## src/rtl/sobel_window_sequencer_if.sv

```systemverilog
// Bus bundle between the Sobel window sequencer and its environment.
//   go/busy/finished/err : host control and status
//   src_*                : synchronous-read source image memory port
//   pixel_*_bin          : eight neighbourhood pixels to the core (centre omitted)
//   core_start/done/z    : existing core launch handshake and result
//   edge_*               : edge-image memory write port
// master = the sequencer, slave = host / memories / core.
interface sobel_window_sequencer_if #(
  parameter int PIX_W       = 8,
  parameter int ADDR_W      = 16,
  parameter int EDGE_ADDR_W = 16
);
  logic                   go;
  logic                   busy;
  logic                   finished;
  logic                   err;
  logic                   src_rd_en;
  logic [ADDR_W-1:0]      src_addr;
  logic [PIX_W-1:0]       src_rdata;
  logic [PIX_W-1:0]       pixel_1_bin, pixel_2_bin, pixel_3_bin, pixel_4_bin;
  logic [PIX_W-1:0]       pixel_6_bin, pixel_7_bin, pixel_8_bin, pixel_9_bin;
  logic                   core_start;
  logic                   core_done;
  logic [PIX_W-1:0]       core_z;
  logic                   edge_we;
  logic [EDGE_ADDR_W-1:0] edge_addr;
  logic [PIX_W-1:0]       edge_wdata;

  modport master (
    input  go, src_rdata, core_done, core_z,
    output busy, finished, err, src_rd_en, src_addr,
           pixel_1_bin, pixel_2_bin, pixel_3_bin, pixel_4_bin,
           pixel_6_bin, pixel_7_bin, pixel_8_bin, pixel_9_bin,
           core_start, edge_we, edge_addr, edge_wdata
  );

  modport slave (
    output go, src_rdata, core_done, core_z,
    input  busy, finished, err, src_rd_en, src_addr,
           pixel_1_bin, pixel_2_bin, pixel_3_bin, pixel_4_bin,
           pixel_6_bin, pixel_7_bin, pixel_8_bin, pixel_9_bin,
           core_start, edge_we, edge_addr, edge_wdata
  );
endinterface

```

## src/rtl/sobel_window_sequencer.sv

```systemverilog
// Scans a source image in raster order, fetches each interior 3x3
// neighbourhood (centre excluded), launches the Sobel core and writes its
// binary result into a densely packed edge memory.
//   clk   : rising-edge clock
//   reset : asynchronous active-low reset
//   bus   : sobel_window_sequencer_if.master (control, source read port,
//           core handshake, edge write port)
module sobel_window_sequencer #(
  parameter int SRC_ROWS    = 3,
  parameter int SRC_COLS    = 3,
  parameter int PIX_W       = 8,
  parameter int ADDR_W      = 16,
  parameter int EDGE_ADDR_W = 16,
  parameter int TIMEOUT     = 1024
) (
  input logic                      clk,
  input logic                      reset,
  sobel_window_sequencer_if.master bus
);

  typedef enum logic [2:0] {
    S_IDLE, S_FETCH, S_LAUNCH, S_WAIT, S_WRITE, S_FINISH
  } state_t;

  localparam int RC_W = 16;
  localparam int TO_W = $clog2(TIMEOUT + 1);

  state_t             state_q;
  logic [RC_W-1:0]    row_q, col_q;
  logic [3:0]         fcnt_q;
  logic [TO_W-1:0]    wcnt_q;
  logic               done_prev_q;
  logic               busy_q, finished_q, err_q, rd_en_q, core_start_q, we_q;
  logic [ADDR_W-1:0]  addr_q;
  logic [EDGE_ADDR_W-1:0] eaddr_q;
  logic [PIX_W-1:0]   wdata_q;
  logic [PIX_W-1:0]   pix_q [8];

  logic               done_edge, last_col, last_row;
  logic [RC_W-1:0]    nxt_row, nxt_col;
  logic [EDGE_ADDR_W-1:0] cur_eaddr;

  // Source address of tap k (0..7, row-major, centre skipped) around (r, c).
  function automatic logic [ADDR_W-1:0] tap_addr(input logic [RC_W-1:0] r,
                                                 input logic [RC_W-1:0] c,
                                                 input logic [2:0]      k);
    int dr, dc;
    case (k)
      3'd0:    begin dr = -1; dc = -1; end
      3'd1:    begin dr = -1; dc =  0; end
      3'd2:    begin dr = -1; dc =  1; end
      3'd3:    begin dr =  0; dc = -1; end
      3'd4:    begin dr =  0; dc =  1; end
      3'd5:    begin dr =  1; dc = -1; end
      3'd6:    begin dr =  1; dc =  0; end
      default: begin dr =  1; dc =  1; end
    endcase
    return ADDR_W'((int'(r) + dr) * SRC_COLS + int'(c) + dc);
  endfunction

  // Only a 0->1 transition of core_done completes a window; a level that is
  // already high when WAIT is entered does not count.
  assign done_edge = bus.core_done & ~done_prev_q;
  assign cur_eaddr = EDGE_ADDR_W'((SRC_COLS - 2) * (int'(row_q) - 1) + int'(col_q) - 1);

  // NOTE: every variable gets a default before any branch so no latch is inferred.
  always_comb begin
    last_col = (col_q >= RC_W'(SRC_COLS - 2));
    last_row = (row_q >= RC_W'(SRC_ROWS - 2));
    nxt_row  = row_q;
    nxt_col  = col_q;
    if (!last_col) begin
      nxt_col = col_q + RC_W'(1);
    end else if (!last_row) begin
      nxt_col = RC_W'(1);
      nxt_row = row_q + RC_W'(1);
    end
  end

  // NOTE: state uses non-blocking assignments so every register samples
  // pre-edge values regardless of statement order.
  always_ff @(posedge clk or negedge reset) begin
    if (!reset) begin
      state_q      <= S_IDLE;
      row_q        <= RC_W'(1);
      col_q        <= RC_W'(1);
      fcnt_q       <= '0;
      wcnt_q       <= '0;
      done_prev_q  <= 1'b0;
      busy_q       <= 1'b0;
      finished_q   <= 1'b0;
      err_q        <= 1'b0;
      rd_en_q      <= 1'b0;
      core_start_q <= 1'b1;
      we_q         <= 1'b0;
      addr_q       <= '0;
      eaddr_q      <= '0;
      wdata_q      <= '0;
      // NOTE: the window registers are reset because they drive the core
      // directly and must read as zero after reset.
      for (int i = 0; i < 8; i++) pix_q[i] <= '0;
    end else begin
      done_prev_q <= bus.core_done;
      case (state_q)
        S_IDLE: begin
          if (bus.go) begin
            err_q   <= 1'b0;
            busy_q  <= 1'b1;
            row_q   <= RC_W'(1);
            col_q   <= RC_W'(1);
            fcnt_q  <= '0;
            rd_en_q <= 1'b1;
            addr_q  <= tap_addr(RC_W'(1), RC_W'(1), 3'd0);
            state_q <= S_FETCH;
          end
        end
        // fcnt_q 0..7 have a read outstanding; data for read k is captured
        // on fcnt_q == k+1, so the ninth cycle only captures the last tap.
        S_FETCH: begin
          if (fcnt_q != 4'd0) pix_q[3'(fcnt_q - 4'd1)] <= bus.src_rdata;
          if (fcnt_q < 4'd7) begin
            rd_en_q <= 1'b1;
            addr_q  <= tap_addr(row_q, col_q, 3'(fcnt_q + 4'd1));
          end else begin
            rd_en_q <= 1'b0;
          end
          if (fcnt_q == 4'd8) begin
            core_start_q <= 1'b0;
            state_q      <= S_LAUNCH;
          end else begin
            fcnt_q <= fcnt_q + 4'd1;
          end
        end
        S_LAUNCH: begin
          wcnt_q  <= '0;
          state_q <= S_WAIT;
        end
        S_WAIT: begin
          if (done_edge) begin
            wdata_q      <= bus.core_z;
            core_start_q <= 1'b1;
            we_q         <= 1'b1;
            eaddr_q      <= cur_eaddr;
            state_q      <= S_WRITE;
          end else if (wcnt_q == TO_W'(TIMEOUT - 1)) begin
            // Abandon the window: write a zero result and flag it.
            wdata_q      <= '0;
            err_q        <= 1'b1;
            core_start_q <= 1'b1;
            we_q         <= 1'b1;
            eaddr_q      <= cur_eaddr;
            state_q      <= S_WRITE;
          end else begin
            wcnt_q <= wcnt_q + TO_W'(1);
          end
        end
        S_WRITE: begin
          we_q <= 1'b0;
          if (last_col && last_row) begin
            finished_q <= 1'b1;
            busy_q     <= 1'b0;
            state_q    <= S_FINISH;
          end else begin
            row_q   <= nxt_row;
            col_q   <= nxt_col;
            fcnt_q  <= '0;
            rd_en_q <= 1'b1;
            addr_q  <= tap_addr(nxt_row, nxt_col, 3'd0);
            state_q <= S_FETCH;
          end
        end
        S_FINISH: begin
          finished_q <= 1'b0;
          state_q    <= S_IDLE;
        end
        default: state_q <= S_IDLE;
      endcase
    end
  end

  assign bus.busy        = busy_q;
  assign bus.finished    = finished_q;
  assign bus.err         = err_q;
  assign bus.src_rd_en   = rd_en_q;
  assign bus.src_addr    = addr_q;
  assign bus.core_start  = core_start_q;
  assign bus.edge_we     = we_q;
  assign bus.edge_addr   = eaddr_q;
  assign bus.edge_wdata  = wdata_q;
  assign bus.pixel_1_bin = pix_q[0];
  assign bus.pixel_2_bin = pix_q[1];
  assign bus.pixel_3_bin = pix_q[2];
  assign bus.pixel_4_bin = pix_q[3];
  assign bus.pixel_6_bin = pix_q[4];
  assign bus.pixel_7_bin = pix_q[5];
  assign bus.pixel_8_bin = pix_q[6];
  assign bus.pixel_9_bin = pix_q[7];

endmodule

```

## src/flat_wrapper.sv

```systemverilog
// flat-port wrapper written by rule: the top's interface ports become plain ports
module sobel_window_sequencer_flat 
#(
  parameter int SRC_ROWS    = 3,
  parameter int SRC_COLS    = 3,
  parameter int PIX_W       = 8,
  parameter int ADDR_W      = 16,
  parameter int EDGE_ADDR_W = 16,
  parameter int TIMEOUT     = 1024
)
  (clk, reset, bus_go, bus_src_rdata, bus_core_done, bus_core_z, bus_busy, bus_finished, bus_err, bus_src_rd_en, bus_src_addr, bus_pixel_1_bin, bus_pixel_2_bin, bus_pixel_3_bin, bus_pixel_4_bin, bus_pixel_6_bin, bus_pixel_7_bin, bus_pixel_8_bin, bus_pixel_9_bin, bus_core_start, bus_edge_we, bus_edge_addr, bus_edge_wdata);
  sobel_window_sequencer_if #(.PIX_W(PIX_W), .ADDR_W(ADDR_W), .EDGE_ADDR_W(EDGE_ADDR_W)) bus_i ();
  input logic clk;
  input logic reset;
  input wire logic [$bits(bus_i.go)-1:0] bus_go;
  input wire logic [$bits(bus_i.src_rdata)-1:0] bus_src_rdata;
  input wire logic [$bits(bus_i.core_done)-1:0] bus_core_done;
  input wire logic [$bits(bus_i.core_z)-1:0] bus_core_z;
  output wire logic [$bits(bus_i.busy)-1:0] bus_busy;
  output wire logic [$bits(bus_i.finished)-1:0] bus_finished;
  output wire logic [$bits(bus_i.err)-1:0] bus_err;
  output wire logic [$bits(bus_i.src_rd_en)-1:0] bus_src_rd_en;
  output wire logic [$bits(bus_i.src_addr)-1:0] bus_src_addr;
  output wire logic [$bits(bus_i.pixel_1_bin)-1:0] bus_pixel_1_bin;
  output wire logic [$bits(bus_i.pixel_2_bin)-1:0] bus_pixel_2_bin;
  output wire logic [$bits(bus_i.pixel_3_bin)-1:0] bus_pixel_3_bin;
  output wire logic [$bits(bus_i.pixel_4_bin)-1:0] bus_pixel_4_bin;
  output wire logic [$bits(bus_i.pixel_6_bin)-1:0] bus_pixel_6_bin;
  output wire logic [$bits(bus_i.pixel_7_bin)-1:0] bus_pixel_7_bin;
  output wire logic [$bits(bus_i.pixel_8_bin)-1:0] bus_pixel_8_bin;
  output wire logic [$bits(bus_i.pixel_9_bin)-1:0] bus_pixel_9_bin;
  output wire logic [$bits(bus_i.core_start)-1:0] bus_core_start;
  output wire logic [$bits(bus_i.edge_we)-1:0] bus_edge_we;
  output wire logic [$bits(bus_i.edge_addr)-1:0] bus_edge_addr;
  output wire logic [$bits(bus_i.edge_wdata)-1:0] bus_edge_wdata;
  assign bus_i.go = bus_go;
  assign bus_i.src_rdata = bus_src_rdata;
  assign bus_i.core_done = bus_core_done;
  assign bus_i.core_z = bus_core_z;
  assign bus_busy = bus_i.busy;
  assign bus_finished = bus_i.finished;
  assign bus_err = bus_i.err;
  assign bus_src_rd_en = bus_i.src_rd_en;
  assign bus_src_addr = bus_i.src_addr;
  assign bus_pixel_1_bin = bus_i.pixel_1_bin;
  assign bus_pixel_2_bin = bus_i.pixel_2_bin;
  assign bus_pixel_3_bin = bus_i.pixel_3_bin;
  assign bus_pixel_4_bin = bus_i.pixel_4_bin;
  assign bus_pixel_6_bin = bus_i.pixel_6_bin;
  assign bus_pixel_7_bin = bus_i.pixel_7_bin;
  assign bus_pixel_8_bin = bus_i.pixel_8_bin;
  assign bus_pixel_9_bin = bus_i.pixel_9_bin;
  assign bus_core_start = bus_i.core_start;
  assign bus_edge_we = bus_i.edge_we;
  assign bus_edge_addr = bus_i.edge_addr;
  assign bus_edge_wdata = bus_i.edge_wdata;
  sobel_window_sequencer #(.SRC_ROWS(SRC_ROWS), .SRC_COLS(SRC_COLS), .PIX_W(PIX_W), .ADDR_W(ADDR_W), .EDGE_ADDR_W(EDGE_ADDR_W), .TIMEOUT(TIMEOUT)) u_core (.clk(clk), .reset(reset), .bus(bus_i));
endmodule
```

## config.mk

```make
export PLATFORM = sky130hd
export DESIGN_NAME = sobel_window_sequencer_flat
export DESIGN_NICKNAME = d
export VERILOG_FILES = /design/src/rtl/sobel_window_sequencer_if.sv /design/src/rtl/sobel_window_sequencer.sv /design/src/flat_wrapper.sv
export SDC_FILE = /design/constraint.sdc
export NUM_CORES = 1
export LEC_CHECK = 0
export ABC_AREA = 1
export CORE_MARGIN = 5
export CORE_UTILIZATION = 55
export CTS_CLUSTER_DIAMETER = 200
export CTS_CLUSTER_SIZE = 14
export DETAILED_ROUTE_END_ITERATION = 10
export PLACE_DENSITY_LB_ADDON = 0.1
export SYNTH_ARGS = -nofsm -noshare
export SYNTH_HDL_FRONTEND = slang
export SYNTH_SLANG_ARGS = --single-unit
```

## constraint.sdc

```tcl
create_clock -name clk -period 6.3 [get_ports clk]
set_input_delay 1.26 -clock clk [delete_from_list [all_inputs] [get_ports clk]]
set_output_delay 1.26 -clock clk [all_outputs]
set_load 0.01 [all_outputs]
```

==> out/qor.yml <==
muxShareOfSynthArea: 0
num_antenna_cells: 0
tightest_slew_ns: 1.08
rsz0062_at_grt: "no"
die_w_um: 157
path_clk_slew_ns: 0.08
cp-startpoint: "u_core.fcnt_q[0]$_DFFE_PN0P_"
start_util: 0.561
dp_cells: 1862
syn_area_per_cell_um2: 8.04
io_pins: 130
skew_ns: 0.0171
synth_ff_type: "dfrtp_1"
dieArea_um2: 24600
final_cells: 1895
synth_edf_count: 0
final_cell_mix: "nand2_1, inv_1, dfrtp_1"
overflow: 0
syn_nets: 1656
crit_fanout: 5
drt-total-wl_um: 29800
r2r-start: "u_core.fcnt_q[0]$_DFFE_PN0P_"
grt_pass1_vias: 10229
crit_path_frequent_cell: "nand2_1"
ys_types: 51
numClockSinks: 161
drv_cap: 0
dpl.hpwl_um: 23000
drt-initial-drc-count: 513
end_kind: "flip-flop"
yosysWarnings: 0
vias: 10014
grt_max_degree: 104
hold_class: "reg -> reg"
synth_top_area_share: 0.333
critPathKind: "reg -> reg"
row_count: 53
nNetsFinal: 1786
cts_hold_buf: 0
synthSimpleGateAreaFrac: 0.202
core-area_um2: 21200
htree_levels: 4
max_stage_delay_ns: 0.50
fin_util: 0.665
drv_slew: 0
ys_seq_area_frac: 0.340
crit_slowest_cell: "fa_1"
drtAntennaViolNets: 0
finalHoldViolations: 0
ys_ff_latch: 161
critPathLaunchType: "flip-flop"
synthArstFlopShare: 1.00
final.setup.tns_ns: 0
syn_to_final_growth_pct: 18.6
min_period_over_period: 0.908
synth_top_family_by_area: "simple AND/OR/NAND/NOR gates"
synth.area.top_cells: "dfrtp_1, ha_1, nand2_1"
first_pass_iters: 5
setup_viol: 0
drc_errors: 0
status: "finished clean"
wl_per_cell_um: 15.7
numPortBuffers: 129
synthAdderAreaFrac: 0.201
place_congestion: 0.878
antenna_found_initial: 0
synth_compound_area_frac: 0.122
r2r_end: "u_core.bus.src_addr[14]$_DFFE_PN0P_"
final_layout_size_suffix_gt1_frac: 0.0747
final_common_cell: "nand2_1"
clk_latency_ns: 0.44
grt_pass1_wl_um: 50900
synthXorXnorAreaFrac: 0.0403
crit_required_ns: 6.68
slew_headroom: 0.280
die_h_um: 157
critPathCapture: "u_core.bus.src_addr[14]$_DFFE_PN0P_"
cts_tree: "done"
cp.arrival_ns: 6.10
timing.final.crit_period_ns: 5.72
drt-vias-per-instance: 5.28
ff2ff_path_depth: 34
cts_buffers: 17
synthesis.area_um2: 11900
syn_inst: 1477
yosysTopAreaCell: "dfrtp_1"
cts_root_buf: "clkbuf_16"
max_freq_mhz: 175
grt_usage: 0.258
clock_path_buffers: 2
rrSetupSlack_ns: 0.58
## logic make-up (layout without fill, tap and decap cells)
kind of cell	after synthesis	count (layout)
AOI/OAI and AO/OA	263	263
xor gates and xnor gates	49	49
adders and majority gates	160	160
and+or+nand+nor	547	547
DFF	161	161
buffers and inverters	297	440
## how the worst min path moves through the flow
stage | start | endpoint | slack, ns | cells past startpoint
after CTS | u_core.bus.src_addr[6]$_DFFE_PN0P_ | u_core.bus.src_addr[6]$_DFFE_PN0P_ | 0.48 | 2
after global routing | u_core.bus.edge_wdata[0]$_DFFE_PN0P_ | u_core.bus.edge_wdata[0]$_DFFE_PN0P_ | 0.49 | 2
after floorplan | u_core.wcnt_q[9]$_DFFE_PN0P_ | u_core.wcnt_q[9]$_DFFE_PN0P_ | 0.46 | 1
final | u_core.bus.src_addr[6]$_DFFE_PN0P_ | u_core.bus.src_addr[6]$_DFFE_PN0P_ | 0.47 | 2
after global placement | u_core.bus.edge_wdata[0]$_DFFE_PN0P_ | u_core.bus.edge_wdata[0]$_DFFE_PN0P_ | 0.45 | 2
after detailed placement | u_core.bus.edge_wdata[4]$_DFFE_PN0P_ | u_core.bus.edge_wdata[4]$_DFFE_PN0P_ | 0.46 | 2
## critical path: cells and delay by family (launching register included)
family | cells | cell delay (ns)
compound gates | 6 | 0.67
fa+ha+maj | 7 | 2.50
buf+inv | 3 | 0.26
xor+xnor | 1 | 0.21
simple gates | 17 | 1.59
flops | 1 | 0.45
## area by class of cell
| cell class | count | area, um^2 |
|---|---|---|
| clock inverter | 15 | 163 |
| inverter | 271 | 1020 |
| multi-input combinational | 1019 | 6740 |
| fill | 1867 | 7080 |
| tap | 275 | 344 |
| sequential | 161 | 4030 |
| timing repair buffer | 137 | 1350 |
| clock buffer | 17 | 425 |
## through the flow
step	cell area [um^2]	worst slack, ns	hold WS (ns)
after floorplan	11900	0.821	0.464
after global placement	13500	0.548	0.455
after detailed placement	13500	0.305	0.461
after CTS	14100	0.300	0.477
after global routing	14100	0.0392	0.494
final	14100	0.577	0.474
## metal layers
layer | routed length, um | up-vias | GRT usage
li1 | - | 4976 | -
met1 | 12900 | 4750 | 0.335
met2 | 14300 | 241 | 0.427
met3 | 1850 | 47 | 0.0654
met4 | 767 | 0 | 0.0835
met5 | 0 | - | 0
## synthesized netlist by cell type, types with 2 or more instances
cell type	number
xor2_1	29
nand3_1	58
o21ai_1	7
nor2_1	64
nand4_1	13
dfrtp_1	158
buf_2	3
o2111ai_1	2
nor3_2	3
o21ai_0	116
inv_2	24
a211oi_1	2
dfstp_2	3
ha_1	107
inv_1	244
nor2_2	8
a21o_1	7
nand3_2	2
nor4_1	6
nand2_1	337
a21oi_1	83
a22o_1	3
or2_2	5
nor3_1	21
o21a_1	10
clkinv_2	2
a31oi_1	8
o22ai_1	9
o31ai_1	3
o21bai_1	7
nor2_4	7
clkbuf_1	23
xnor2_1	16
nand3b_1	5
fa_1	52
nand2_4	4
nand2_2	12
## state kept, by name (all words and copies together), names as in the netlist, 11 cells and up
name / count
u_core.bus.src_addr: 16
u_core.wcnt_q: 11
u_core.row_q: 16
u_core.bus.edge_addr: 16
u_core.col_q: 16
## timing repair
action	4_1_cts	5_1_grt
endpoints found under the hold margin	0	0
gates resized for setup	0	4
endpoints found under the setup margin	0	4
buffers inserted	0	1
Power is left out: the tool's default activity adds up to more than one toggle a clock period on the data nets, which glitch-free logic cannot reach.
